`src/rtl/rr_priority_encoder.sv`:
```
// Registered request encoder: picks one request (round-robin or fixed priority),
// presents it as binary and one-hot under a valid/ready handshake, plus a popcount.
module rr_priority_encoder #(
  parameter int unsigned N_REQ = 8,
  parameter bit          RR_EN = 1'b1,
  localparam int unsigned IDX_W = $clog2(N_REQ),
  localparam int unsigned CNT_W = $clog2(N_REQ + 1)
) (
  input  logic             clk,
  input  logic             rst_n,
  input  logic [N_REQ-1:0] req,
  input  logic             grant_ready,
  output logic             grant_valid,
  output logic [IDX_W-1:0] grant_idx,
  output logic [N_REQ-1:0] grant_onehot,
  output logic [CNT_W-1:0] req_count
);

  localparam logic [0:0] IDLE  = 1'b0;
  localparam logic [0:0] GRANT = 1'b1;

  logic [0:0]       state_q, state_d;
  logic [IDX_W-1:0] ptr_q, ptr_d;
  logic             valid_q, valid_d;
  logic [IDX_W-1:0] idx_q, idx_d;
  logic [N_REQ-1:0] onehot_q, onehot_d;
  logic [CNT_W-1:0] cnt_q, cnt_d;

  logic [IDX_W-1:0] ptr_adv;
  logic [IDX_W-1:0] arb_ptr;
  logic [IDX_W-1:0] win;
  logic [CNT_W-1:0] pop;
  logic             any_req;

  assign any_req = |req;

  // Pointer after a handshake wraps at N_REQ-1, not at the index width
  always_comb begin
    ptr_adv = '0;
    if (RR_EN) begin
      ptr_adv = (idx_q == IDX_W'(N_REQ - 1)) ? '0 : idx_q + IDX_W'(1);
    end
  end

  assign arb_ptr = (state_q == GRANT) ? ptr_adv : ptr_q;

  // First set bit searching arb_ptr, arb_ptr+1, ... modulo N_REQ
  always_comb begin
    int unsigned pos;
    logic        found;
    logic [N_REQ-1:0] req_sh;
    win    = '0;
    found  = 1'b0;
    pos    = 0;
    req_sh = '0;
    for (int unsigned k = 0; k < N_REQ; k++) begin
      pos = 32'(arb_ptr) + k;
      if (pos >= N_REQ) pos = pos - N_REQ;
      req_sh = req >> pos;
      if (!found && req_sh[0]) begin
        found = 1'b1;
        win   = IDX_W'(pos);
      end
    end
  end

  always_comb begin
    int unsigned sum;
    sum = 0;
    for (int unsigned i = 0; i < N_REQ; i++) begin
      sum = sum + 32'(req[i]);
    end
    pop = CNT_W'(sum);
  end

  // Next-state and output logic
  always_comb begin
    state_d  = state_q;
    ptr_d    = ptr_q;
    valid_d  = valid_q;
    idx_d    = idx_q;
    onehot_d = onehot_q;
    cnt_d    = cnt_q;
    case (state_q)
      IDLE: begin
        if (any_req) begin
          state_d  = GRANT;
          valid_d  = 1'b1;
          idx_d    = win;
          onehot_d = N_REQ'(1) << win;
          cnt_d    = pop;
        end
      end
      GRANT: begin
        if (grant_ready) begin
          ptr_d = ptr_adv;
          if (any_req) begin
            idx_d    = win;
            onehot_d = N_REQ'(1) << win;
            cnt_d    = pop;
          end else begin
            state_d  = IDLE;
            valid_d  = 1'b0;
            onehot_d = '0;
          end
        end
      end
      default: begin
        state_d  = IDLE;
        valid_d  = 1'b0;
        onehot_d = '0;
      end
    endcase
  end

  always_ff @(posedge clk or negedge rst_n) begin
    if (!rst_n) begin
      state_q  <= IDLE;
      ptr_q    <= '0;
      valid_q  <= 1'b0;
      idx_q    <= '0;
      onehot_q <= '0;
      cnt_q    <= '0;
    end else begin
      state_q  <= state_d;
      ptr_q    <= ptr_d;
      valid_q  <= valid_d;
      idx_q    <= idx_d;
      onehot_q <= onehot_d;
      cnt_q    <= cnt_d;
    end
  end

  assign grant_valid  = valid_q;
  assign grant_idx    = idx_q;
  assign grant_onehot = onehot_q;
  assign req_count    = cnt_q;

  a_onehot: assert property (@(posedge clk) disable iff (!rst_n)
    grant_valid |-> ($onehot(grant_onehot) && (grant_onehot == (N_REQ'(1) << grant_idx))));

endmodule

```
`config.mk`:
```
export PLATFORM = sky130hd
export DESIGN_NAME = rr_priority_encoder
export DESIGN_NICKNAME = d
export VERILOG_FILES = /design/src/rtl/rr_priority_encoder.sv
export SDC_FILE = /design/constraint.sdc
export NUM_CORES = 1
export LEC_CHECK = 0
export ABC_AREA = 1
export CELL_PAD_IN_SITES_DETAIL_PLACEMENT = 1
export CELL_PAD_IN_SITES_GLOBAL_PLACEMENT = 1
export CORE_MARGIN = 10
export CORE_UTILIZATION = 40
export DETAILED_ROUTE_END_ITERATION = 6
export GPL_TIMING_DRIVEN = 0
export PLACE_DENSITY = 0.83
export SLEW_MARGIN = 0
export SYNTH_ARGS = -nofsm -noshare
export SYNTH_HDL_FRONTEND = slang
export SYNTH_SLANG_ARGS = --single-unit
```
`constraint.sdc`:
```
create_clock -name clk -period 3.9 [get_ports clk]
set_input_delay 0.585 -clock clk [delete_from_list [all_inputs] [get_ports clk]]
set_output_delay 0.585 -clock clk [all_outputs]
set_load 0.01 [all_outputs]
```
Yosys cells after proc, flatten, opt, wreduce, memory -nomap -nowiden
Cells that the tools add are included.
Operators by class
  add/subtract/negate cells: 23
  order comparisons: 8
  eq/ne operators: 4
  shift-type cells: 9
  mux-type cells: 42
  bitwise operators: 1
  reduce and logical (&&, ||, !) cells: 18
Operator list (count)
  32-bit 2-to-1 mux: 8
  8-bit by 32-bit >> shifter with 1-bit output: 8
  3-bit 2-to-1 mux: 12
  4-bit by 4-bit subtractor with 5-bit output, second input constant: 7
  4-bit greater-or-equal comparator, second input constant: 7
  8-bit 2-to-1 mux: 3
  3-bit by 3-bit adder with 4-bit output, second input constant: 4
  4-bit by 1-bit adder with 4-bit output: 4
  8-bit case mux with 2 select lines: 1
  1-bit 2-to-1 mux: 12
  3-bit by 2-bit adder with 4-bit output, second input constant: 2
  4-bit 2-to-1 mux: 2
  4-bit case mux with 2 select lines: 1
  8-bit OR reduction: 1
  1-bit by 3-bit << shifter with 8-bit output, first input constant: 1
  1-bit logical AND: 7
  1-bit zero test: 7
  2-bit inequality test, second input constant: 3
  3-bit case mux with 2 select lines: 1
  3-bit by 4-bit subtractor with 5-bit output, second input constant: 1
  3-bit by 1-bit adder with 4-bit output: 1
  3-bit by 1-bit adder with 4-bit output, second input constant: 1
  3-bit by 4-bit greater-or-equal comparator with 1-bit output, second input constant: 1
  1-bit case mux with 2 select lines: 2
  7 further kinds: 8
Word-level totals
  register bits: 20
  bits of input ports: 11
  output and inout port bits: 16
  logic and storage cells: 111

Depth between registers and ports, before layout
  word-level depth: 32
  mapped depth: 22
  mapped depth without buffers: 21

Worst setup path after synthesis
OpenSTA, ideal clock, no wires.
  path type: input port to flip-flop
  start point: input req[0]
  end point: register cnt_q[2] (netlist: req_count[2])
  library setup time: 0.083 ns
  arrival time: 2.911 ns
  required time: 3.817 ns
  path slack: 0.906 ns
  stages on the path: 10
  path buffers: 0
  cell sequence: fa_1 -> inv_1 -> fa_1 -> fa_1 -> inv_1 -> ha_1 -> inv_1 -> fa_1 -> xor2_1 -> o21ai_0
On the way
  longest elaborated chain between the ends: 10
  elaborated cells on any way between the ends: 11
  those cells by class: add/sub: 7; mux: 3; reduce/logical: 1
RTL lines
  from (decl): line 11  | input logic [N_REQ-1:0] req,
  1-bit by 1-bit adder with 2-bit output: line 71  | sum = sum + 32'(req[i]);
  2-bit by 1-bit adder with 3-bit output: line 71
  3-bit by 1-bit adder with 4-bit output: line 71
  4-bit by 1-bit adder with 4-bit output (4 in a row): line 71
  4-bit 2-to-1 mux (*): line 86, 97
  4-bit 2-to-1 mux: line 95  | if (grant_ready) begin
  4-bit case mux with 2 select lines (*): line 84  | case (state_q)
  to (signal assigned): line 130  | cnt_q <= cnt_d;
  to (decl): line 27  | logic [CNT_W-1:0] cnt_q, cnt_d;
Every way passes the cells marked *; elsewhere a longest branch is shown, timed or not. The select of a mux whose other input is x is not followed.
A chain may end at the register's enable or synchronous reset.

Worst setup path after layout
  start point: register idx_q[0] (netlist: grant_idx[0])
  end point: register onehot_q[1] (netlist: grant_onehot[1])
On the way
  longest elaborated chain between the ends: 32
  elaborated cells on any way between the ends: 77
  those cells by class: add/sub: 16; order compare: 8; eq/ne: 1; shift: 9; mux: 29; reduce/logical: 14
RTL lines
  from (decl): line 25  | logic [IDX_W-1:0] idx_q, idx_d;
  from (signal assigned): line 128  | idx_q <= idx_d;
  3-bit by 1-bit adder with 3-bit output / 3-bit == test (equally long branches): line 41  | ptr_adv = (idx_q == IDX_W'(N_REQ - 1)) ? '0 : idx_q + IDX_W'(1);
  3-bit 2-to-1 mux (*): line 41
  3-bit 2-to-1 mux (*): line 45  | assign arb_ptr = (state_q == GRANT) ? ptr_adv : ptr_q;
  parallel branches: the longest is 24 deep, another holds 4-bit by 4-bit subtractor with 5-bit output
  3-bit 2-to-1 mux (*): line 60  | if (!found && req_sh[0]) begin
  1-bit by 3-bit << shifter with 8-bit output (*): line 90, 99
  8-bit 2-to-1 mux: line 97  | if (any_req) begin
  8-bit 2-to-1 mux: line 95
  8-bit case mux with 2 select lines (*): line 84
  to (signal assigned): line 129  | onehot_q <= onehot_d;
  to (decl): line 26  | logic [N_REQ-1:0] onehot_q, onehot_d;
Every way passes the cells marked *. The select of a mux whose other input is x is not followed.

==> run_results.csv <==
group,metric,value,unit
run_status,status,"finished, final reports clean",
synth,synthesis.instances,280,
clock_tree,root_buffer,"clkbuf_8",
synth,synth.top_cell.area_share,24.6,%
job,maxCapViolations,0,
die,core-area,0.00482,sq mm
synth,yosysTopAreaCell,"dfrtp_1",
synth,yosysSeqAreaShare,24.6,%
synth,synth_cell_type_count,37,
die,fp.dieW,91.4,microns
global_route,grt_max_degree,21,
global_route,grt_pass1_vias,2017,
setup_path,rr_endpoint,"grant_onehot[1]",
clock_tree,clk_pin_slew_worst_paths,70,ps
routing,wl_per_cell,14.5,microns
sta,hold_viol,0,
setup_path,worstRegToRegCells,19,
clock_tree,worstSkewPairLatency,260,ps
layout,drive_gt1_share,15.2,%
layout,mostFrequentLayoutCells,"nand2_1 (78), nand3_1 (44), inv_1 (29)",
setup_path,r2r_start,"grant_idx[0]",
placement,gp_congestion,0.847,
setup_path,crit_type,"flip-flop to flip-flop",
synth,synth_area_leaders,"dfrtp_1 (25%), nand2_1 (14%), nand3_1 (11%)",
routing,wl_met1,2550,microns
global_route,grt_pass1_wl,9490,microns
global_route,grt_antenna_before_repair,0,
setup_path,critical_path.max_stage_delay,440,ps
synth,yosys_warnings,0,
setup_path,path_max_fanout,8,
placement,hpwl,4580,microns
clock_tree,postCtsSetupBuffers,0,
routing,antenna_left,0,
hold_path,min_path_type,"flip-flop to flip-flop",
routing,vias,1933,
sta,rsz0062_at_grt,"false",
layout,antenna_cells,0,
placement,io_buffers,26,
synth,ys_ff_latch,20,
layout,fillers,653,
setup_path,worstSetupStartpointType,"flip-flop",
sta,min_period,3380,ps
routing,routed.top_layer,"met4",
sta,timing.final.max_slew_violations,0,
sta,fin_crit_sh,86.7,%
die,ios,27,
sta,max-slew-margin-rel,39.3,%
clock_tree,cts_hold_buf,0,
sta,fin_setup_tns,0,ps
routing,dr_wl_met3,198,microns
clock_tree,clock_sinks,20,
die,num_rows,25,
layout,nets,338,
setup_path,cp.arrival,3580,ps
die,dieArea,0.00835,sq mm
setup_path,end_kind,"flip-flop",
sta,tightest_slew,907,ps
routing,drt_iter0_markers,39,
hold_path,worstHoldEndpoint,"grant_onehot[5]",
setup_path,cp_slowest_cell,"dfrtp_1",
layout,layout_commonest_cell,"nand2_1",
clock_tree,cts_buffers,3,
routing,wl_met2,2670,microns
hold_path,holdPathStages,2,
synth,synth.avg_cell_area,7.28,sq um
sta,setup_violations,0,
synth,synthesis.area,0.00204,sq mm
routing,first_pass_iters,4,
clock_tree,post_cts_resized,0,
sta,hold_slack,479,ps
clock_tree,cts_max_level,1,
clock_tree,ctsLongestPathBuffers,2,
die,dieHeight,91.4,microns
sta,maxClockFrequency,296,MHz
routing,routed_wl,5490,microns
global_route,grt_remaining_overflow,0,
setup_path,crit_required,4100,ps
layout,syn_to_final_growth,19.6,%
clock_tree,cts_tree,"done",
routing,via_per_inst,5.13,
routing,route.detailed.drc,0,
global_route,grt_usage,13.4,%
synth,synth_fp_nets,307,
die,start_util,42.3,%
hold_path,min_from,"grant_onehot[5]",
sta,fin_skew,3.41,ps
setup_path,cp_cell_sequence,"ha_1 > ha_1 > o21ai_1 > nand2_2 > ha_1 > buf_4 > inv_1 > nand3_1 > nand3_2 > nand2_4 > nor2_8 > nand4_4 > nor2_4 > nand3_2 > nand3_1 > nand2_1 > nor2_1 > nand2_1 > nand2_1",
setup_path,r2r_setup_slack,520,ps
final cells by class:
class	instances	area (sq um)	area share, %
Multi-Input combinational cell	224	1380	56.7
Sequential cell	20	500	20.5
Timing Repair Buffer	26	260	10.7
Inverter	32	123	5.03
Tap cell	67	83.8	3.44
Clock buffer	4	55.1	2.26
Buffer	4	33.8	1.39
synthesized netlist by cell type:
| library cell | n |
|---|---|
| a21oi_1 | 2 |
| and2_1 | 1 |
| o21ai_0 | 9 |
| xnor2_4 | 1 |
| nand4_4 | 1 |
| ha_1 | 12 |
| fa_1 | 4 |
| o21ai_1 | 1 |
| nor3_1 | 1 |
| buf_6 | 2 |
| nor2_4 | 2 |
| nand2_4 | 4 |
| nand2_8 | 1 |
| dfrtp_1 | 20 |
| a21boi_0 | 1 |
| nand4_1 | 5 |
| buf_4 | 1 |
| a21oi_2 | 1 |
| nor4_1 | 2 |
| o211ai_2 | 1 |
| o21ai_2 | 1 |
| inv_2 | 2 |
| nor2_1 | 23 |
| inv_1 | 29 |
| nor3_2 | 1 |
| o21ai_4 | 1 |
| nand3_2 | 10 |
| nand2_2 | 10 |
| xor2_1 | 1 |
| clkbuf_1 | 1 |
| nor2_2 | 1 |
| nand2_1 | 78 |
| inv_4 | 1 |
| nand3b_1 | 3 |
| nor2_8 | 1 |
| nand3_1 | 44 |
| xor2_2 | 1 |
per-stage QoR:
stage / utilization [%] / std cells / area (sq um) / setup WS (ps)
floorplan: - / 280 / 2040 / 906
finish: 50.6 / 377 / 2440 / 520
CTS: 50.6 / 377 / 2440 / 470
detailed placement: 49.5 / 373 / 2380 / 213
global placement: 49.5 / 373 / 2380 / 270
global route: 50.6 / 377 / 2440 / 186
metal layers:
metal  vias up  GRT usage, %
li1        972             -
met1       929          16.7
met2        26          22.9
met3         6          2.96
met4         0          2.87
met5         -             0
worst max-delay path by stage:
| stage | from | to |
|---|---|---|
| 2_1_floorplan | req[0] | req_count[2] |
| 3_3_place_gp | req[0] | req_count[2] |
| 3_5_place_dp | req[0] | req_count[2] |
| 4_1_cts | grant_idx[0] | grant_onehot[1] |
| 5_1_grt | grant_idx[0] | grant_onehot[5] |
| 6_report | grant_idx[0] | grant_onehot[1] |
cells by family after synthesis:
logic type	after synthesis	share of synthesized area (%)
simple gates	188	48.3
buf+inv	36	7.67
flops	20	24.6
compound gates	17	5.59
fa+ha+maj	16	11.3
xor+xnor	3	2.58
state kept, by name (all words and copies together), names as in the netlist:
signal,flops
grant_onehot,8
req_count,4
grant_idx,3
ptr_q,3
grant_valid,1
state_q,1
worst max-delay path, delay by kind of cell (launching register included):
| family | cells | cell delay (ps) |
|---|---|---|
| DFF | 1 | 440 |
| AOI/OAI and AO/OA | 1 | 200 |
| adders and majority gates | 3 | 750 |
| and+or+nand+nor | 13 | 1570 |
| buffers and inverters | 2 | 350 |
Power is not shown: default switching activity piles up to over one toggle a cycle in this logic, so the estimate is an artifact.
